**config.mk**
```make
export PLATFORM = sky130hd
export DESIGN_NAME = toy_trace_monitor
export DESIGN_NICKNAME = d
export VERILOG_FILES = /design/src/rtl/toy_trace_monitor.sv
export SDC_FILE = /design/constraint.sdc
export NUM_CORES = 1
export LEC_CHECK = 0
export CAP_MARGIN = 20
export CORE_MARGIN = 5
export CORE_UTILIZATION = 54
export DETAILED_ROUTE_END_ITERATION = 8
export PLACE_DENSITY = 0.84
export SLEW_MARGIN = 25
export SYNTH_ARGS = -nofsm -noshare
export SYNTH_HDL_FRONTEND = slang
export SYNTH_SLANG_ARGS = --single-unit
```
**constraint.sdc**
```tcl
create_clock -name clk -period 3 [get_ports clk]
set_input_delay 0.6 -clock clk [delete_from_list [all_inputs] [get_ports clk]]
set_output_delay 0.6 -clock clk [all_outputs]
set_load 0.05 [all_outputs]
```
**src/rtl/toy_trace_monitor.sv**
```systemverilog
// Run monitor for the TOY core: logs {pc,a,t} on PC change, counts cycles and detects halt.
// Optional macro TRACE_WRAP_EN: overwrite the oldest entry when full instead of dropping new ones.
module toy_trace_monitor #(
  parameter int unsigned PC_W        = 12,
  parameter int unsigned DATA_W      = 16,
  parameter int unsigned DEPTH       = 16,
  parameter int unsigned HALT_CYCLES = 4,
  parameter int unsigned CNT_W       = 32
) (
  input  logic                       clk,
  input  logic                       reset,
  input  logic                       enable,
  input  logic                       clear,
  input  logic [PC_W-1:0]            pc_in,
  input  logic [DATA_W-1:0]          reg_a_in,
  input  logic [DATA_W-1:0]          reg_t_in,
  input  logic                       rd_en,
  output logic [PC_W+2*DATA_W-1:0]   rd_data,
  output logic                       rd_valid,
  output logic [$clog2(DEPTH):0]     count,
  output logic                       empty,
  output logic                       full,
  output logic                       overflow,
  output logic                       halted,
  output logic [CNT_W-1:0]           cycle_count
);

  localparam int unsigned PTR_W = $clog2(DEPTH);
  localparam int unsigned ENT_W = PC_W + 2 * DATA_W;
  localparam int unsigned STK_W = $clog2(HALT_CYCLES);
  localparam logic [PTR_W:0]   CNT_FULL = (PTR_W + 1)'(DEPTH);
  localparam logic [STK_W-1:0] STK_PRE  = STK_W'(HALT_CYCLES - 2);

  logic [ENT_W-1:0] mem [DEPTH];
  logic [PTR_W-1:0] wr_ptr;
  logic [PTR_W-1:0] rd_ptr;
  logic [PC_W-1:0]  last_pc;
  logic             first_flag;
  logic [STK_W-1:0] stuck;

  logic capture;
  logic do_pop;
  logic do_write;
  logic evict;
  logic lost;
  logic same_pc;

  always_comb begin
    full     = (count == CNT_FULL);
    empty    = (count == '0);
    capture  = ~clear & enable & ~halted & (first_flag | (pc_in != last_pc));
    same_pc  = ~clear & enable & ~halted & ~first_flag & (pc_in == last_pc);
    do_pop   = ~clear & rd_en & ~empty;
    lost     = capture & full & ~do_pop;
`ifdef TRACE_WRAP_EN
    do_write = capture;
    evict    = lost;
`else
    do_write = capture & (~full | do_pop);
    evict    = 1'b0;
`endif
  end

  always_ff @(posedge clk) begin
    if (do_write) mem[wr_ptr] <= {pc_in, reg_a_in, reg_t_in};
  end

  always_ff @(posedge clk or negedge reset) begin
    if (!reset) begin
      wr_ptr      <= '0;
      rd_ptr      <= '0;
      count       <= '0;
      rd_data     <= '0;
      rd_valid    <= 1'b0;
      overflow    <= 1'b0;
      halted      <= 1'b0;
      cycle_count <= '0;
      last_pc     <= '0;
      first_flag  <= 1'b1;
      stuck       <= '0;
    end else if (clear) begin
      wr_ptr      <= '0;
      rd_ptr      <= '0;
      count       <= '0;
      rd_valid    <= 1'b0;
      overflow    <= 1'b0;
      halted      <= 1'b0;
      cycle_count <= '0;
      first_flag  <= 1'b1;
      stuck       <= '0;
    end else begin
      rd_valid <= do_pop;
      if (do_pop) rd_data <= mem[rd_ptr];
      if (do_write) wr_ptr <= wr_ptr + PTR_W'(1);
      // an overwrite retires the oldest entry, so the read side advances with it
      if (do_pop | evict) rd_ptr <= rd_ptr + PTR_W'(1);
      if (do_write & ~do_pop & ~evict) count <= count + (PTR_W + 1)'(1);
      else if (do_pop & ~do_write) count <= count - (PTR_W + 1)'(1);
      if (lost) overflow <= 1'b1;
      if (enable) last_pc <= pc_in;
      if (capture) begin
        first_flag <= 1'b0;
        stuck      <= '0;
      end else if (same_pc) begin
        stuck <= stuck + STK_W'(1);
        if (stuck == STK_PRE) halted <= 1'b1;
      end
      if (enable & ~halted & ~(&cycle_count)) cycle_count <= cycle_count + CNT_W'(1);
    end
  end

endmodule

```
==> reports/results.ini <==
[synth]
synth-compound-area-share_pct = 5.21
synth.area.mux_share_pct = 12.6
number_of_enable_flip_flop_cells_after_synthesis = 704
netlist-cell-type-count = 60
synth_fa_ha_area_share_pct = 0.496
syn-mean-instance-area_um2 = 19.0
synth_top_family_by_area = multiplexers
seq_area_frac_synth_pct = 74.9
post_synth_top_flop = sky130_fd_sc_hd__edfxtp_1
yosysWarningCount = 0
postSynthCellCount = 1676
synthesis.area_um2 = 31800
yosys_register_bits = 811
synthArstFlopShare_pct = 13.2
synth_simple_gate_area_share_pct = 3.92
synth_nets = 1737
synth_xor_xnor_area_share_pct = 1.07

[pwr]
p_leak_nw = 12.3
worst_ir_drop_vdd_mv = 0.667
power.density_nw_per_um2 = 791
post-layout-total-power_mw = 29.6

[setup_path]
critical_path.startpoint_type = primary input
regToRegSetupSlack_ns = 0.18
worst_ep_required_time_ns = 3.55
reg2regPathDepth = 10
crit_slowest_cell = sky130_fd_sc_hd__clkdlybuf4s50_1
worstPathMaxFanout = 3
reg2reg_from = count[1]
critPathArrivalTime_ns = 3.39
crit_type = primary input to register
worst-path-buf-inv = 3
timing.critical_path.cells = clkdlybuf4s50_1 -> xor2_1 -> nor4_1 -> buf_4 -> and4_1 -> nor2_1 -> nand3_2 -> ha_1 -> buf_4 -> a21oi_1 -> nand2_1 -> xor2_1 -> o21ai_0 -> a21oi_1
r2r-end = count[4]
timing.critical_path.to_type = register
timing.critical_path.slowest_cell_delay_ns = 0.51
critical_path.top_delay_family = simple AND/OR/NAND/NOR gates

[floorplanning]
core_um2 = 58700
start_util_pct = 54.2
die_w_um = 253
io-pin-count = 135
height_of_the_chip_um = 253
rows = 89
die-area_um2 = 63800

[final_layout]
design.final.nets = 1960
area_growth_pct = 17.9
post-route-util_pct = 63.8
drive_gt1_share_pct = 23.3
stdcell_count = 2739
post-route-cell-area_um2 = 37500

[placed_design]
placed_cells_incl_taps = 2590
globalplace.congestion = 0.807
dp_hpwl_um = 43800
total_cell_area_at_the_placement_stage_um2 = 34800
pre_cts_ws_ns = -0.572
numPortBuffers = 134

[global_routing]
first_global_vias = 18000
number_of_antenna_violations_at_the_first_check_in_global_routing = 2
grt_first_pass_wirelength_um = 115000
globalRouteTotalUtil_pct = 23.9
global_route.overflow_total = 0
maximum_number_of_pins_on_one_net_before_global_route_repair = 104

[timing]
finalSetupViolations = 0
period_share_pct = 94.7
timing.fmax_mhz = 352
worst-slew-pin-transition_ns = 0.786
final.setup_skew_ns = 0.0286
slew_violations = 0
worst_slack_ns = 0.159
rsz0062_at_grt = no
timing.max_slew.rel_slack_pct = 47.6
finalWorstPathRequiredPeriod_ns = 2.84
timing_hold_violations_final = 0

[cts]
deepest_clock_path_buffer_count = 3
numClockSinks = 811
clk_root_buffer_cell = sky130_fd_sc_hd__clkbuf_16
clock_insertion_delay_worst_skew_ns = 0.64
path_clk_slew_ns = 0.06
h-tree-depth = 3
cts-buffers-inserted = 79
cts_tree = yes

[routing]
post_drt_via_cell_ratio = 6.31
drt.antenna.violating_nets = 0
route.final.wire_length_um = 75900
via_count = 17300
post_drt_wl_per_cell_um = 27.7
detailedRoute.firstPassIterationCount = 6
drt_iter0_drc = 2264
drc_violation_count_after_routing = 0

[worst_hold_path]
worst_hold_path_type = primary input to async pin

[run]
max_cap_viol_count = 0

[outcome]
run_status = finished, final reports clean

[where the power goes]
| group | leakage (nW) | internal [mW] | switching (mW) |
|---|---|---|---|
| logic | 3.28 | 2.83 | 3.82 |
| clock network | 1.26 | 5.64 | 4.27 |
| registers | 7.72 | 12.7 | 0.373 |
[through the flow]
step	setup TNS, ns	hold slack [ns]
after CTS	0	0.0255
after detailed placement	-97.08	0.463
after floorplan	-0.140	0.304
final	0	0.00356
after global placement	-68.75	0.461
after global routing	0	0.0558
[area by class of cell]
cell class,instances,area (µm²)
Tap cell,773,967
Clock buffer,102,2150
Inverter,13,48.8
Antenna cell,1,2.50
Clock inverter,45,438
Timing Repair Buffer,231,2540
Multi-Input combinational cell,763,7480
Sequential cell,811,23800
Fill cell,3693,21200
[cell usage after synthesis (6+ instances only)]
cell / count / area, µm²
sky130_fd_sc_hd__o21ai_2: 37 / 324
sky130_fd_sc_hd__dfrtp_1: 106 / 2650
sky130_fd_sc_hd__mux4_2: 132 / 2970
sky130_fd_sc_hd__xor2_1: 29 / 254
sky130_fd_sc_hd__o21ai_0: 56 / 280
sky130_fd_sc_hd__buf_2: 18 / 90.1
sky130_fd_sc_hd__nand2_1: 102 / 383
sky130_fd_sc_hd__and2_1: 16 / 100
sky130_fd_sc_hd__buf_4: 9 / 67.6
sky130_fd_sc_hd__and4_1: 6 / 52.6
sky130_fd_sc_hd__clkbuf_1: 41 / 154
sky130_fd_sc_hd__nor3_1: 14 / 70.1
sky130_fd_sc_hd__xnor2_1: 10 / 87.6
sky130_fd_sc_hd__inv_1: 12 / 45.0
sky130_fd_sc_hd__ha_1: 11 / 138
sky130_fd_sc_hd__edfxtp_1: 704 / 21100
sky130_fd_sc_hd__nand2_2: 6 / 37.5
sky130_fd_sc_hd__mux2i_1: 90 / 901
sky130_fd_sc_hd__o221ai_1: 88 / 771
sky130_fd_sc_hd__a21oi_1: 21 / 105
sky130_fd_sc_hd__nor2_1: 43 / 161
sky130_fd_sc_hd__or3_1: 11 / 68.8
sky130_fd_sc_hd__nand3_1: 15 / 75.1
sky130_fd_sc_hd__buf_6: 12 / 135
sky130_fd_sc_hd__o21ai_1: 12 / 60.1
sky130_fd_sc_hd__buf_1: 7 / 26.3
sky130_fd_sc_hd__mux2_2: 12 / 135
sky130_fd_sc_hd__nand4_1: 12 / 75.1
[registers in the layout, summed over array words and instances (netlist names)]
signal	flops
rd_valid	1
rd_ptr	4
wr_ptr	4
overflow	1
count	5
last_pc	12
cycle_count	32
rd_data	44
mem	704
first_flag	1
stuck	2
halted	1
[placed cells by master (no fill, tap or decap), types with 4 or more instances in the layout]
| cell type | n |
|---|---|
| sky130_fd_sc_hd__buf_4 | 61 |
| sky130_fd_sc_hd__nand2_2 | 7 |
| sky130_fd_sc_hd__xnor2_1 | 10 |
| sky130_fd_sc_hd__buf_12 | 38 |
| sky130_fd_sc_hd__clkbuf_8 | 7 |
| sky130_fd_sc_hd__nor2_1 | 42 |
| sky130_fd_sc_hd__ha_1 | 11 |
| sky130_fd_sc_hd__clkbuf_16 | 80 |
| sky130_fd_sc_hd__o21ai_2 | 37 |
| sky130_fd_sc_hd__o221ai_1 | 88 |
| sky130_fd_sc_hd__dfrtp_1 | 100 |
| sky130_fd_sc_hd__inv_1 | 12 |
| sky130_fd_sc_hd__nor3_1 | 14 |
| sky130_fd_sc_hd__and4_1 | 6 |
| sky130_fd_sc_hd__edfxtp_1 | 704 |
| sky130_fd_sc_hd__mux4_2 | 132 |
| sky130_fd_sc_hd__dfrtp_2 | 4 |
| sky130_fd_sc_hd__mux2_2 | 12 |
| sky130_fd_sc_hd__or3_1 | 11 |
| sky130_fd_sc_hd__nand4_1 | 12 |
| sky130_fd_sc_hd__clkinv_2 | 15 |
| sky130_fd_sc_hd__nand2_1 | 101 |
| sky130_fd_sc_hd__clkinv_1 | 11 |
| sky130_fd_sc_hd__bufinv_16 | 6 |
| sky130_fd_sc_hd__o21ai_1 | 12 |
| sky130_fd_sc_hd__mux2i_1 | 90 |
| sky130_fd_sc_hd__clkinvlp_4 | 5 |
| sky130_fd_sc_hd__a21oi_1 | 20 |
| sky130_fd_sc_hd__and2_2 | 16 |
| sky130_fd_sc_hd__clkdlybuf4s50_1 | 128 |
| sky130_fd_sc_hd__nand3_1 | 14 |
| sky130_fd_sc_hd__clkbuf_1 | 15 |
| sky130_fd_sc_hd__o21ai_0 | 56 |
| sky130_fd_sc_hd__xor2_1 | 27 |
[layer usage]
metal | vias to the layer above | global-route usage (%) | part of all wire, %
li1 | 7240 | - | -
met1 | 8822 | 32.9 | 37
met2 | 1057 | 39.8 | 51
met3 | 164 | 4.05 | 9.2
met4 | 2 | 7.24 | 2.5
met5 | - | 0 | 0.017
[cells by family after synthesis]
| group | Yosys count |
|---|---|
| xor gates and xnor gates | 39 |
| AOI/OAI and AO/OA | 227 |
| buffers and inverters | 102 |
| and+or+nand+nor | 251 |
| adders and majority gates | 12 |
| muxes | 234 |
| DFF | 811 |
[worst max-delay path by stage]
stage                   from  cells past startpoint        to
floorplan           count[1]                     13  count[4]
global placement    pc_in[8]                     13  count[4]
detailed placement  pc_in[8]                     13  count[4]
CTS                 count[1]                     10  count[4]
global route        pc_in[6]                     12  count[4]
finish              pc_in[7]                     14  count[3]
[what timing repair did]
action,in CTS,in global routing
hold buffers,0,0
resized for setup,0,7
setup endpoints to repair,0,2
buffers inserted,0,1
Note: power is estimated with default switching activity, not from simulation.
